--- config.mk ---
export PLATFORM = sky130hd
export DESIGN_NAME = ifetch_queue
export DESIGN_NICKNAME = d
export VERILOG_FILES = /design/src/rtl/ifetch_queue.sv
export SDC_FILE = /design/constraint.sdc
export NUM_CORES = 1
export LEC_CHECK = 0
export CAP_MARGIN = 20
export CORE_ASPECT_RATIO = 0.7
export CORE_MARGIN = 2
export CORE_UTILIZATION = 35
export CTS_CLUSTER_DIAMETER = 200
export DETAILED_ROUTE_END_ITERATION = 6
export PLACE_DENSITY = 0.6
export SYNTH_ARGS = -nofsm -noshare
export SYNTH_HDL_FRONTEND = slang
export SYNTH_SLANG_ARGS = --single-unit
--- constraint.sdc ---
create_clock -name clk -period 3.45 [get_ports clk]
set_clock_uncertainty 0.1 [all_clocks]
set_input_delay 0.345 -clock clk [delete_from_list [all_inputs] [get_ports clk]]
set_output_delay 0.345 -clock clk [all_outputs]
set_load 0.1 [all_outputs]
--- src/rtl/ifetch_queue.sv ---
// rtl/ifetch_queue.sv - instruction fetch front end with DEPTH-entry prefetch FIFO
// Keeps one memory request in flight at most and feeds the pipeline a registered ir/ir_pc stream.
module ifetch_queue #(
  parameter int          DEPTH    = 4,
  parameter logic [31:0] RESET_PC = 32'h0000_0000
) (
  input  logic        clk,
  input  logic        rst_n,
  output logic        imem_req,
  output logic [31:0] imem_addr,
  input  logic        imem_gnt,
  input  logic        imem_rvalid,
  input  logic [31:0] imem_rdata,
  input  logic        stall,
  input  logic        redirect,
  input  logic [31:0] redirect_pc,
  output logic [31:0] ir,
  output logic [31:0] ir_pc,
  output logic        ir_valid
);

  localparam int          AW   = $clog2(DEPTH);
  localparam logic [AW:0] FULL = (AW+1)'(DEPTH);

  logic [31:0]   fetch_pc;
  logic [31:0]   req_pc;
  logic          outstanding;
  logic          stale;
  logic [31:0]   fifo_data [DEPTH];
  logic [31:0]   fifo_pc   [DEPTH];
  logic [AW-1:0] wr_ptr;
  logic [AW-1:0] rd_ptr;
  logic [AW:0]   count;
  logic          accept;
  logic          resp;
  logic          push;
  logic          pop;
  logic          unused_rpc_lsb;

  // A request is only raised when its response is guaranteed a free FIFO slot.
  assign imem_req  = rst_n && !redirect && !outstanding && (count < FULL);
  assign imem_addr = fetch_pc;
  assign accept    = imem_req && imem_gnt;
  assign resp      = imem_rvalid && outstanding;
  assign push      = resp && !stale && !redirect;
  assign pop       = !redirect && !stall && (count != '0);

  assign unused_rpc_lsb = ^redirect_pc[1:0];

  always_ff @(posedge clk or negedge rst_n) begin
    if (!rst_n) begin
      fetch_pc    <= RESET_PC;
      req_pc      <= RESET_PC;
      outstanding <= 1'b0;
      stale       <= 1'b0;
    end else if (redirect) begin
      fetch_pc <= {redirect_pc[31:2], 2'b00};
      // A response still in flight belongs to the old stream; one returning now is simply dropped.
      stale    <= outstanding && !imem_rvalid;
      if (resp) begin
        outstanding <= 1'b0;
      end
    end else if (accept) begin
      outstanding <= 1'b1;
      req_pc      <= fetch_pc;
      fetch_pc    <= fetch_pc + 32'd4;
    end else if (resp) begin
      outstanding <= 1'b0;
      stale       <= 1'b0;
    end
  end

  always_ff @(posedge clk) begin
    if (push) begin
      fifo_data[wr_ptr] <= imem_rdata;
      fifo_pc[wr_ptr]   <= req_pc;
    end
  end

  always_ff @(posedge clk or negedge rst_n) begin
    if (!rst_n) begin
      wr_ptr <= '0;
      rd_ptr <= '0;
      count  <= '0;
    end else if (redirect) begin
      wr_ptr <= '0;
      rd_ptr <= '0;
      count  <= '0;
    end else begin
      if (push) begin
        wr_ptr <= wr_ptr + AW'(1);
      end
      if (pop) begin
        rd_ptr <= rd_ptr + AW'(1);
      end
      case ({push, pop})
        2'b10:   count <= count + (AW+1)'(1);
        2'b01:   count <= count - (AW+1)'(1);
        default: count <= count;
      endcase
    end
  end

  // Output register: redirect beats stall; an empty FIFO injects a NOP bubble.
  always_ff @(posedge clk or negedge rst_n) begin
    if (!rst_n) begin
      ir       <= 32'h0;
      ir_pc    <= 32'h0;
      ir_valid <= 1'b0;
    end else if (redirect) begin
      ir       <= 32'h0;
      ir_pc    <= 32'h0;
      ir_valid <= 1'b0;
    end else if (!stall) begin
      if (count != '0) begin
        ir       <= fifo_data[rd_ptr];
        ir_pc    <= fifo_pc[rd_ptr];
        ir_valid <= 1'b1;
      end else begin
        ir       <= 32'h0;
        ir_valid <= 1'b0;
      end
    end
  end

endmodule
# Yosys cells after proc, flatten, opt, wreduce, memory -nomap -nowiden

Memory sizes are Yosys's and may differ from the RTL's.
Index checks and enable logic that the tools add are counted.

$lt $le $gt $ge: 1
Reduce and logical (&&, ||, !) cells: 25
Add/subtract/negate cells: 5
Bitwise operators: 1
Mux-type cells: 25
Equality and inequality tests: 4

Operator list:

| operator                                               | number |
|---|---|
| two-way mux 32 bit                                     | 8 |
| adder 32 x 3 -> 32 bit (second input constant)         | 1 |
| two-way mux 1 bit                                      | 11 |
| logical AND 1 bit                                      | 10 |
| nonzero test 2 bit                                     | 5 |
| two-way mux 2 bit                                      | 4 |
| one-hot mux 3 bit (2 select lines)                     | 1 |
| AND reduction 2 bit                                    | 3 |
| nonzero test 3 bit                                     | 2 |
| zero test 1 bit                                        | 5 |
| adder 2 x 1 -> 2 bit (second input constant)           | 2 |
| adder 3 x 1 -> 3 bit (second input constant)           | 1 |
| < comparator 3 bit (second input constant)             | 1 |
| two-way mux 3 bit                                      | 1 |
| subtractor 3 x 1 -> 3 bit (second input constant)      | 1 |
| equality test 2 x 1 -> 1 bit (second input constant)   | 1 |
| equality test 2 bit (second input constant)            | 1 |
| inequality test 2 x 1 -> 1 bit (second input constant) | 1 |
| inequality test 2 bit (second input constant)          | 1 |
| inverter 1 bit                                         | 1 |

Input bits: 70
Output and inout port bits: 98
Memories: 2
Logic and storage cells: 73
Memory bits (writable): 256
Bits in registers: 138

Memories:

| memory    | words | width | read ports | clocked after memory_dff | write ports | RTL line | RTL |
|---|---|---|---|---|---|---|---|
| fifo_data | 4     | 32    | 1          | 0                        | 1           | 29       | `logic [31:0] fifo_data [DEPTH];` |
| fifo_pc   | 4     | 32    | 1          | 0                        | 1           | 30       | `logic [31:0] fifo_pc [DEPTH];` |

# Depth between registers and ports, before layout

Depth in word-level cells: 7
Gate-level depth with buffers: 10

# Worst setup path before layout

No wires, ideal clock.

Kind: input-to-reg
Start point: in redirect
End point: mem fifo_data[0][0] (enable)
Path slack: 476 ps
Data arrival time: 2447 ps
Cell stages on the path: 4
Buffers on the path: 2
Data required time: 2923 ps
Cell sequence: clkbuf_1 > clkinv_1 > clkbuf_1 > and3_1

Longest elaborated chain between the ends: 4

RTL lines:

| what                                    | RTL line | RTL |
|---|---|---|
| start, declared                         | 15       | `input logic redirect,` |
| zero test 1 bit                         | 45       | `assign push = resp && !stale && !redirect;` |
| logical AND 1 bit                       | 45       |  |
| two-way mux 1 bit                       | 74       | `if (push) begin` |
| two-way mux 1 bit (implied by the code) | 75       | `fifo_data[wr_ptr] <= imem_rdata;` |
| end, declared                           | 29       |  |

No other way between the ends.

# Final worst setup path

Start point: reg fetch_pc[19], in the netlist imem_addr[19]
End point: out imem_addr[19]

RTL lines:

| what                   | RTL line | RTL |
|---|---|---|
| start, declared        | 25       | `logic [31:0] fetch_pc;` |
| start signal, assigned | 57       | `fetch_pc <= {redirect_pc[31:2], 2'b00};` |
| start signal, assigned | 66       | `fetch_pc <= fetch_pc + 32'd4;` |
| end, declared          | 10       | `output logic [31:0] imem_addr,` |

No word-level cell between the ends.

==> results.tsv <==
stage	metric	value	unit
critical_path	cp.arrival	2280	ps
floorplan	dieArea	43700	sq um
outcome	outcome	complete, no violations	
timing	finalWorstPathRequiredPeriod	2730	ps
floorplan	start_util	0.357	
clocking	cts_setup_buffers	0	
floorplan	die_w	249	um
yosys	syn_area	14700	sq um
critical_path	cp.buffers_inverters	1	
yosys	async_flop_share	0.349	
clocking	cts_max_path_buffers	3	
critical_path	path_delay_family	buffers and inverters	
clocking	clkTransAtPathRegs	60	ps
yosys	synthTopCellsByArea	edfxtp_1, dfrtp_1, mux4_2	
drt	first_pass_iters	4	
critical_path	cp-end-kind	output port	
power	ir_worst_vdd	0.000424	V
timing	fmax	367	MHz
layout	drive_above_1_share	0.158	
yosys	avgSynthCellArea	16.0	sq um
layout	multi_input_area	3720	sq um
timing	finalSetupTns	0	ps
drt	post-route-drc-count	0	
global_route	overflow	0	
layout	nNetsFinal	1177	
yosys	synth_top_area_share	0.506	
floorplan	floorplan.rows	62	
floorplan	ioPinCount	168	
drt	wire_per_inst	20.8	um
place	place_congestion	0.778	
floorplan	coreArea	41300	sq um
yosys	synthDistinctLibCells	51	
yosys	synth-edff-count	248	
place	hpwlAfterDp	22000	um
drt	postRouteAntennaNets	0	
flow_run	maxCapViolations	0	
critical_path	reg2reg_to	count[2]$_DFFE_PN0P_	
critical_path	slowest_stage	clkdlybuf4s50_1	
power	p_total	13.9	mW
timing	finalHoldViolCount	0	
global_route	grt_pass1_wl	53500	um
clocking	cts_made_buffers	40	
timing	worst_slew_pin_slew	1100	ps
timing	relSlewSlack	0.265	
critical_path	path_class	reg2out	
layout	n_fill_cell	3644	
critical_path	setup.worst_path.start_class	flip-flop	
global_route	antenna_found_initial	2	
clocking	cts_root_buf	clkbuf_16	
yosys	synth_largest_area_cell	edfxtp_1	
clocking	numClockSinks	381	
timing	rsz0062_at_grt	no	
yosys	syn_inst	919	
clocking	cts_resized	0	
critical_path	r2r_slack	950	ps
global_route	grt_use_total	0.160	
critical_path	cp_max_fo	9	
yosys	ys_seq_area_frac	0.732	
critical_path	required	3000	ps
power	power.density	753	nW/um^2
yosys	synth-seq-cells	381	
layout	syn2layout_area_growth	25.3	%
drt	vias	8520	
clocking	tritoncts	yes	
global_route	grt_pass1_vias	8723	
clocking	clock_latency	540	ps
critical_path	slowest_delay	1210	ps
place	io_buffers	163	
timing	setup_violations	0	
yosys	synth_warnings	0	
global_route	grt_max_degree	71	
power	p_leak	6.66	nW
timing	final_max_slew_viol_count	0	
timing	post-route-period-util	0.790	
critical_path	reg2reg_depth	8	
critical_path	crit_path_cell_trace	clkdlybuf4s50_1	
clocking	cts_hold_buf	1	
critical_path	worstReg2RegStart	count[0]$_DFFE_PN0P_	
hold_path	hold_class	in2async	
drt	vias_per_cell	5.08	
clocking	cts_max_level	2	
yosys	synth-main-ff-cell	edfxtp_1	
floorplan	die_h	176	um
layout	seqCellArea	10800	sq um
drt	drt_wl_total	34800	um
drt	initialDrtViolationCount	518	
state kept, by name, indices dropped and copies added (netlist names):
| register | cells |
|---|---|
| wr_ptr | 2 |
| fifo_pc | 120 |
| req_pc | 30 |
| ir_pc | 31 |
| ir | 32 |
| fifo_data | 128 |
| imem_addr | 30 |
| stale | 1 |
| count | 3 |
| rd_ptr | 2 |
| ir_valid | 1 |
| outstanding | 1 |
cell usage in the layout (no fill, tap or decap), types with 5 or more instances in the layout:
cell / count
a21oi_1: 37
a221o_1: 6
a22o_1: 32
and3_1: 9
buf_12: 7
buf_4: 28
clkbuf_1: 12
clkbuf_16: 40
clkdlybuf4s50_1: 155
dfrtp_1: 131
edfxtp_1: 248
ha_1: 5
inv_1: 7
mux4_2: 62
nand2_1: 179
nand3_1: 22
nand4_1: 5
nor2_1: 18
nor3_1: 7
o211ai_1: 12
o21ai_0: 16
o311ai_0: 10
per-stage QoR:
stage / hold WS, ps / utilization / setup slack (ps) / instances / area [sq um]
2_1_floorplan: -50.6 / - / 476 / 920 / 14700
3_3_place_gp: 107 / 0.415 / 818 / 1601 / 17100
3_5_place_dp: 107 / 0.415 / 806 / 1601 / 17100
4_1_cts: 93.1 / 0.446 / 698 / 1675 / 18400
5_1_grt: 107 / 0.447 / 644 / 1677 / 18400
6_report: 112 / 0.447 / 723 / 1677 / 18400
cell families (layout without fill, tap and decap cells):
family,count (synthesis),after routing,synth area share
flops,381,381,0.732
compound gates,127,127,0.0607
fa+ha+maj,6,6,0.00561
mux,65,65,0.0969
buf+inv,63,275,0.0180
xor+xnor,6,6,0.00357
other cells,1,3,0.000255
simple gates,270,270,0.0826
synthesized netlist by cell type, types with 2 or more instances:
master	n
a22oi_1	2
buf_4	3
o311ai_0	10
nand2_1	180
nor2_1	20
xnor2_1	4
clkbuf_1	35
and3_2	2
nor4_1	3
nand3_1	22
o21ai_0	16
and2_1	2
o211ai_1	12
buf_2	14
or4_1	2
nor3_1	7
a21o_1	3
a21oi_1	37
edfxtp_1	248
a221o_1	6
a31oi_1	3
ha_1	5
and3_1	13
buf_1	3
dfrtp_1	133
mux4_2	62
a22o_1	32
xor2_1	2
inv_1	7
or2_2	2
mux2i_1	3
nand4_1	5
or3_1	2
o21bai_1	2
layout make-up:
cell class | count | area share
inverters | 8 | 0.00163
clock buffers | 55 | 0.0590
flip-flops and latches | 381 | 0.585
well taps | 544 | 0.0369
diodes | 1 | 0.000136
clock inverters | 18 | 0.0107
multi-input cells | 476 | 0.202
repair buffers | 194 | 0.105
power by group:
part	switching (mW)	internal, mW	total, mW
logic	2.45	1.18	3.63
clock network	1.77	2.45	4.22
registers	0.536	5.49	6.03
total	4.75	9.12	13.9
metal layers:
metal	part of all wire	global-route usage	up-vias
li1	-	-	3872
met1	0.46	0.224	4437
met2	0.48	0.257	167
met3	0.044	0.0339	42
met4	0.015	0.0369	2
met5	0.00046	0	-
worst max-delay path by stage:
stage                     cells after the start                          to                       from
after floorplan                               4   fifo_data[0][0]$_DFFE_PP_                   redirect
after global placement                        4  fifo_data[1][11]$_DFFE_PP_                imem_rvalid
after detailed placement                      5   imem_addr[16]$_DFFE_PN0P_                   imem_gnt
after CTS                                     1               imem_addr[19]  imem_addr[19]$_DFFE_PN0P_
after global routing                          1               imem_addr[19]  imem_addr[19]$_DFFE_PN0P_
final                                         1               imem_addr[19]  imem_addr[19]$_DFFE_PN0P_
Note: power is estimated with default switching activity, not from simulation.
